### src/rtl/dmem_arbiter.sv
// Two-port round-robin arbiter for the shared data memory.
// It supports a burst lock with a starvation limit and returns registered read data.
module dmem_arbiter #(
  parameter int DBITS    = 32,
  parameter int ABITS    = 32,
  parameter int LOCK_MAX = 8
) (
  input  logic             clk,
  input  logic             rst_n,
  input  logic             req0,
  input  logic             req1,
  input  logic             we0,
  input  logic             we1,
  input  logic             lock0,
  input  logic             lock1,
  input  logic [ABITS-1:0] addr0,
  input  logic [ABITS-1:0] addr1,
  input  logic [DBITS-1:0] wdata0,
  input  logic [DBITS-1:0] wdata1,
  output logic             gnt0,
  output logic             gnt1,
  output logic             rvalid0,
  output logic             rvalid1,
  output logic [DBITS-1:0] rdata0,
  output logic [DBITS-1:0] rdata1,
  output logic             mem_en,
  output logic             mem_we,
  output logic [ABITS-1:0] mem_addr,
  output logic [DBITS-1:0] mem_din,
  input  logic [DBITS-1:0] mem_dout
);

  localparam logic [7:0] LOCK_LIM = 8'(LOCK_MAX);

  logic       rr_ptr_r;
  logic       owner_vld_r;
  logic       owner_r;
  logic [7:0] lock_cnt_r;

  logic       rr_ptr_s;
  logic       owner_vld_s;
  logic       owner_s;
  logic [7:0] lock_cnt_s;

  logic       gnt0_s;
  logic       gnt1_s;
  logic       forced_s;
  logic       lock_act_s;
  logic       win_s;
  logic       win_lock_s;
  logic       other_req_s;

  logic             rvalid0_r;
  logic             rvalid1_r;
  logic [DBITS-1:0] rdata0_r;
  logic [DBITS-1:0] rdata1_r;

  // Arbitration: single requester wins outright, contention goes to lock owner or rr_ptr
  always_comb begin
    gnt0_s     = 1'b0;
    gnt1_s     = 1'b0;
    forced_s   = 1'b0;
    lock_act_s = owner_vld_r & (owner_r ? req1 : req0);
    case ({req1, req0})
      2'b01: gnt0_s = 1'b1;
      2'b10: gnt1_s = 1'b1;
      2'b11: begin
        if (lock_act_s) begin
          if (lock_cnt_r < LOCK_LIM) begin
            gnt0_s = ~owner_r;
            gnt1_s = owner_r;
          end else begin
            // Waiter has been starved long enough: hand the cycle over.
            gnt0_s   = owner_r;
            gnt1_s   = ~owner_r;
            forced_s = 1'b1;
          end
        end else begin
          gnt0_s = ~rr_ptr_r;
          gnt1_s = rr_ptr_r;
        end
      end
      default: begin
        gnt0_s = 1'b0;
        gnt1_s = 1'b0;
      end
    endcase
  end

  assign gnt0 = gnt0_s & rst_n;
  assign gnt1 = gnt1_s & rst_n;

  // Memory drive mux, zeroed when no one is granted
  always_comb begin
    mem_en = gnt0 | gnt1;
    if (gnt0) begin
      mem_we   = we0;
      mem_addr = addr0;
      mem_din  = wdata0;
    end else if (gnt1) begin
      mem_we   = we1;
      mem_addr = addr1;
      mem_din  = wdata1;
    end else begin
      mem_we   = 1'b0;
      mem_addr = {ABITS{1'b0}};
      mem_din  = {DBITS{1'b0}};
    end
  end

  // Next-state for round-robin pointer, lock owner and contended-cycle counter
  always_comb begin
    rr_ptr_s    = rr_ptr_r;
    owner_vld_s = 1'b0;
    owner_s     = owner_r;
    lock_cnt_s  = 8'd0;
    win_s       = gnt1_s;
    win_lock_s  = gnt1_s ? lock1 : lock0;
    other_req_s = gnt1_s ? req0 : req1;
    if (gnt0_s | gnt1_s) begin
      rr_ptr_s = ~win_s;
      if (forced_s) begin
        owner_vld_s = 1'b0;
        lock_cnt_s  = 8'd0;
      end else if (win_lock_s) begin
        owner_vld_s = 1'b1;
        owner_s     = win_s;
        if (owner_vld_r && (owner_r == win_s) && other_req_s) begin
          lock_cnt_s = (lock_cnt_r < LOCK_LIM) ? lock_cnt_r + 8'd1 : LOCK_LIM;
        end else begin
          lock_cnt_s = 8'd0;
        end
      end else begin
        owner_vld_s = 1'b0;
        lock_cnt_s  = 8'd0;
      end
    end else begin
      owner_vld_s = 1'b0;
      lock_cnt_s  = 8'd0;
    end
  end

  // Arbitration state register
  always_ff @(posedge clk or negedge rst_n) begin
    if (!rst_n) begin
      rr_ptr_r    <= 1'b0;
      owner_vld_r <= 1'b0;
      owner_r     <= 1'b0;
      lock_cnt_r  <= 8'd0;
    end else begin
      rr_ptr_r    <= rr_ptr_s;
      owner_vld_r <= owner_vld_s;
      owner_r     <= owner_s;
      lock_cnt_r  <= lock_cnt_s;
    end
  end

  // Read return: capture memory data for the granted reader, pulse its rvalid
  always_ff @(posedge clk or negedge rst_n) begin
    if (!rst_n) begin
      rvalid0_r <= 1'b0;
      rvalid1_r <= 1'b0;
      rdata0_r  <= {DBITS{1'b0}};
      rdata1_r  <= {DBITS{1'b0}};
    end else begin
      rvalid0_r <= gnt0_s & ~we0;
      rvalid1_r <= gnt1_s & ~we1;
      if (gnt0_s & ~we0) begin
        rdata0_r <= mem_dout;
      end
      if (gnt1_s & ~we1) begin
        rdata1_r <= mem_dout;
      end
    end
  end

  assign rvalid0 = rvalid0_r;
  assign rvalid1 = rvalid1_r;
  assign rdata0  = rdata0_r;
  assign rdata1  = rdata1_r;

endmodule

### config.mk
export PLATFORM = sky130hd
export DESIGN_NAME = dmem_arbiter
export DESIGN_NICKNAME = d
export VERILOG_FILES = /design/src/rtl/dmem_arbiter.sv
export SDC_FILE = /design/constraint.sdc
export NUM_CORES = 1
export LEC_CHECK = 0
export ABC_CLOCK_PERIOD_IN_PS = 3500
export BUFFER_PORTS_ARGS = -buffer_cell sky130_fd_sc_hd__buf_2
export CAP_MARGIN = 20
export CORE_ASPECT_RATIO = 2
export CORE_MARGIN = 10
export CORE_UTILIZATION = 36
export DETAILED_ROUTE_END_ITERATION = 16
export GPL_TIMING_DRIVEN = 0
export MAX_ROUTING_LAYER = met4
export PLACE_DENSITY = 0.87
export SLEW_MARGIN = 30
export SYNTH_ARGS = -nofsm -noshare
export SYNTH_HDL_FRONTEND = slang
export SYNTH_SLANG_ARGS = --single-unit
### constraint.sdc
create_clock -name clk -period 3.5 [get_ports clk]
set_input_delay 1.05 -clock clk [delete_from_list [all_inputs] [get_ports clk]]
set_output_delay 1.05 -clock clk [all_outputs]
set_load 0.1 [all_outputs]
==> out/summary.txt <==
clock sinks = 77
area of the multi-input gates = 0.002337 mm2
highest fanout seen on the critical path = 7
VDD IR-drop max = 0.9458 mV
Sequential Power Share = 0.218
CTS Buf Count = 9
drt initial violations = 85
Tcrit/Tclk final = 1.078
routability congestion estimate from global placement = 0.9349
unique cell type count in the Yosys netlist = 33
most instantiated cells after synthesis = dfrtp_1 (77), a22o_1 (65), mux2_2 (35)
met3 Use GR = 0.07605
Design Area, Final = 0.007710 mm2
Post-route DRC = 0
clock buffer depth = 2
FMAX = 264.9 MHz
critical path data arrival time = 2.72 ns
final setup violation count = 66
Global Route Usage Sum = 0.2266
Reg clk slew, reported paths = 0.06 ns
critical path endpoint category = primary output
largest net degree at the start of global routing = 29
TritonCTS clock tree = yes
area fraction of the dominant cell type after synthesis = 0.5071
Post-synth top flop = dfrtp_1
critical path class = input pin to primary output
vias in the first global route = 4462
CP max stage cell = or4bb_4
DR vias = 3943
die area = 0.01531 mm2
Pre-antenna DRT Iters = 4
max_cap viols = 0
final net count = 775
Final WS setup = -0.2745 ns
violated checks = negative setup slack
vias per cell = 5.264
Slew Limit Fails = 0
Filler Cells Inserted = 606
Synth area leaders = dfrtp_1 (51%), a22o_1 (15%), mux2_4 (11%)
count leader, synth = dfrtp_1
Synth Register Bits = 77
Worst Clk Skew = 0.008055 ns
async set-reset flop share out of synthesis = 1.000
unrepaired setup endpoints after global routing = true
P_sw = 3.113 mW
Post-DP Area = 0.006085 mm2
Synth Warn # = 0
setup_tns = -14.54 ns
Clock Tree Root = clkbuf_16
Hold/Removal Path Class = register to register
Pint = 2.536 mW
Final Hold Viols = 0
outcome = complete, but fails checks
Die Wd = 92.65 um
core footprint = 0.01041 mm2
drt total wl = 18.92 mm
cell repeated most along the worst path = buf_12
Ports = 302
clock power share = 0.148
grt ovf = 0
Skew-Pair Late Insertion Delay = 0.32 ns
CP cell instances = buf_8 > or4bb_4 > mux2i_4 > nor3b_4 > buf_12 > buf_12 > clkbuf_16 > a22o_4 > buf_12
DPL Wire Length = 13.80 mm
share of post-route cells with drive strength above 1 = 0.8098
Die Ht = 165.3 um
Crit path largest cell delay = 0.47 ns
Synth area leader = dfrtp_1
Std-Cell Rows = 53
Mapped Avg Cell Area = 13.87 um2
GRT busiest layer = met2
Combinational Power Share = 0.634
number of port buffers = 300
Max-slew headroom = 0.5923
M1 GR Usage = 0.2105
Post-synth EDFFs = 0
Tightest Pin Transition = 0.6083 ns
Data required, critical path = 2.45 ns
H-tree levels = 3
register area share after synthesis = 0.5071
synthesized area = 0.003800 mm2
per-cell routed wire length = 25.26 um
antenna viol nets, final = 0
Power Density = 732.7 mW/mm2
global-route wire length before repair = 26.06 mm
switching share of power = 0.5511
initial antenna violation count = 1
Leakage = 3.853 nW
worst hold slack = 0.4657 ns
Min Clock Period, post-route = 3.775 ns
Initial Utilization = 0.3650
met2 Use GR = 0.4071
Area Growth Syn to Fin = 102.9%
startpoint types = input pin
Reg area = 0.001927 mm2
Mapped Cells = 274
-- registers in the layout, indices dropped and copies added (netlist names) --
name / count
owner_r: 1
rvalid0: 1
rdata0: 32
lock_cnt_r: 8
rdata1: 32
owner_vld_r: 1
rvalid1: 1
rr_ptr_r: 1
-- repair_timing --
item	in CTS	in global routing
resized for setup	245	54
cloned	1	4
pin swaps	2	5
setup buffers	3	13
setup endpoints to repair	67	67
hold buffers	0	0
-- power by group through the flow --
| stage | sequential (mW) | combinational [mW] | clock, mW |
|---|---|---|---|
| 5_1_grt | 1.26 | 3.66 | 0.879 |
| 4_1_cts | 1.23 | 3.47 | 0.847 |
| 2_1_floorplan | 2.74 | 1.12 | 0 |
| 6_report | 1.23 | 3.58 | 0.834 |
| 3_3_place_gp | 1.22 | 3.17 | 0 |
| 3_5_place_dp | 1.23 | 3.21 | 0 |
-- final cells by class --
class,count,share of cell area
flip-flops and latches,77,0.2499
multi-input cells,173,0.3031
well taps,137,0.02223
clock buffers,11,0.03148
clock inverters,4,0.003246
inverters,3,0.001461
plain buffers,23,0.03570
diodes,2,0.0006491
repair buffers,319,0.3522
-- worst paths after layout --
kind / from / endpoint / slack, ns / cells past startpoint
worst min-delay path: lock_cnt_r[0]$_DFF_PN0_ / lock_cnt_r[0]$_DFF_PN0_ / 0.47 / 1
min in group asynchronous: rst_n / rdata0[30]$_DFFE_PN0P_ / 0.58 / 1
max in group asynchronous: rst_n / rdata0[12]$_DFFE_PN0P_ / 2.34 / 2
worst min register to register: lock_cnt_r[0]$_DFF_PN0_ / lock_cnt_r[0]$_DFF_PN0_ / 0.47 / 1
worst max-delay path: req0 / mem_din[15] / -0.27 / 9
worst max register to register: lock_cnt_r[3]$_DFF_PN0_ / rdata0[11]$_DFFE_PN0P_ / 0.83 / 7
-- layout by cell type, fill, tap and decap left out, types with 3 or more instances in the layout --
cell	Yosys	final
a21oi_1	4	4
buf_8	0	3
clkbuf_4	0	3
nand4_1	3	3
mux2_4	29	29
buf_6	4	19
buf_4	5	9
clkbuf_16	0	12
conb_1	1	4
dfrtp_1	77	77
a22o_4	0	65
buf_2	8	236
mux2_2	35	35
buf_12	0	66
inv_1	3	3
nand3_1	3	3
-- through the flow --
| step | std cells | setup slack [ns] | utilization | power, mW |
|---|---|---|---|---|
| 2_1_floorplan | 277 | -0.05193 | - | 3.868 |
| 3_3_place_gp | 714 | -1.484 | 0.5815 | 4.392 |
| 3_5_place_dp | 715 | -0.7625 | 0.5844 | 4.446 |
| 4_1_cts | 733 | -0.3038 | 0.6997 | 5.552 |
| 5_1_grt | 748 | -0.3190 | 0.7403 | 5.793 |
| 6_report | 749 | -0.2745 | 0.7405 | 5.649 |
-- critical path, delay by kind of cell --
kind | cells | cell delay [ns]
AO/OA/AOI/OAI | 1 | 0.23
multiplexers | 1 | 0.19
buffers and inverters | 5 | 0.69
AND/OR/NAND/NOR | 2 | 0.55
-- cells by family after synthesis --
group | synth area share
AOI/OAI and AO/OA | 0.1729
xor gates and xnor gates | 0.002305
adders and majority gates | 0.003292
buffers and inverters | 0.04215
DFF | 0.5071
muxes | 0.2302
other | 0.0009869
and+or+nand+nor | 0.04116
-- per-layer routing --
layer | vias up | part of all wire
met5 | - | 0
met4 | 0 | 0.036
met3 | 46 | 0.091
met2 | 248 | 0.54
met1 | 1928 | 0.33
li1 | 1721 | -
Note: power is estimated with default switching activity, not from simulation.
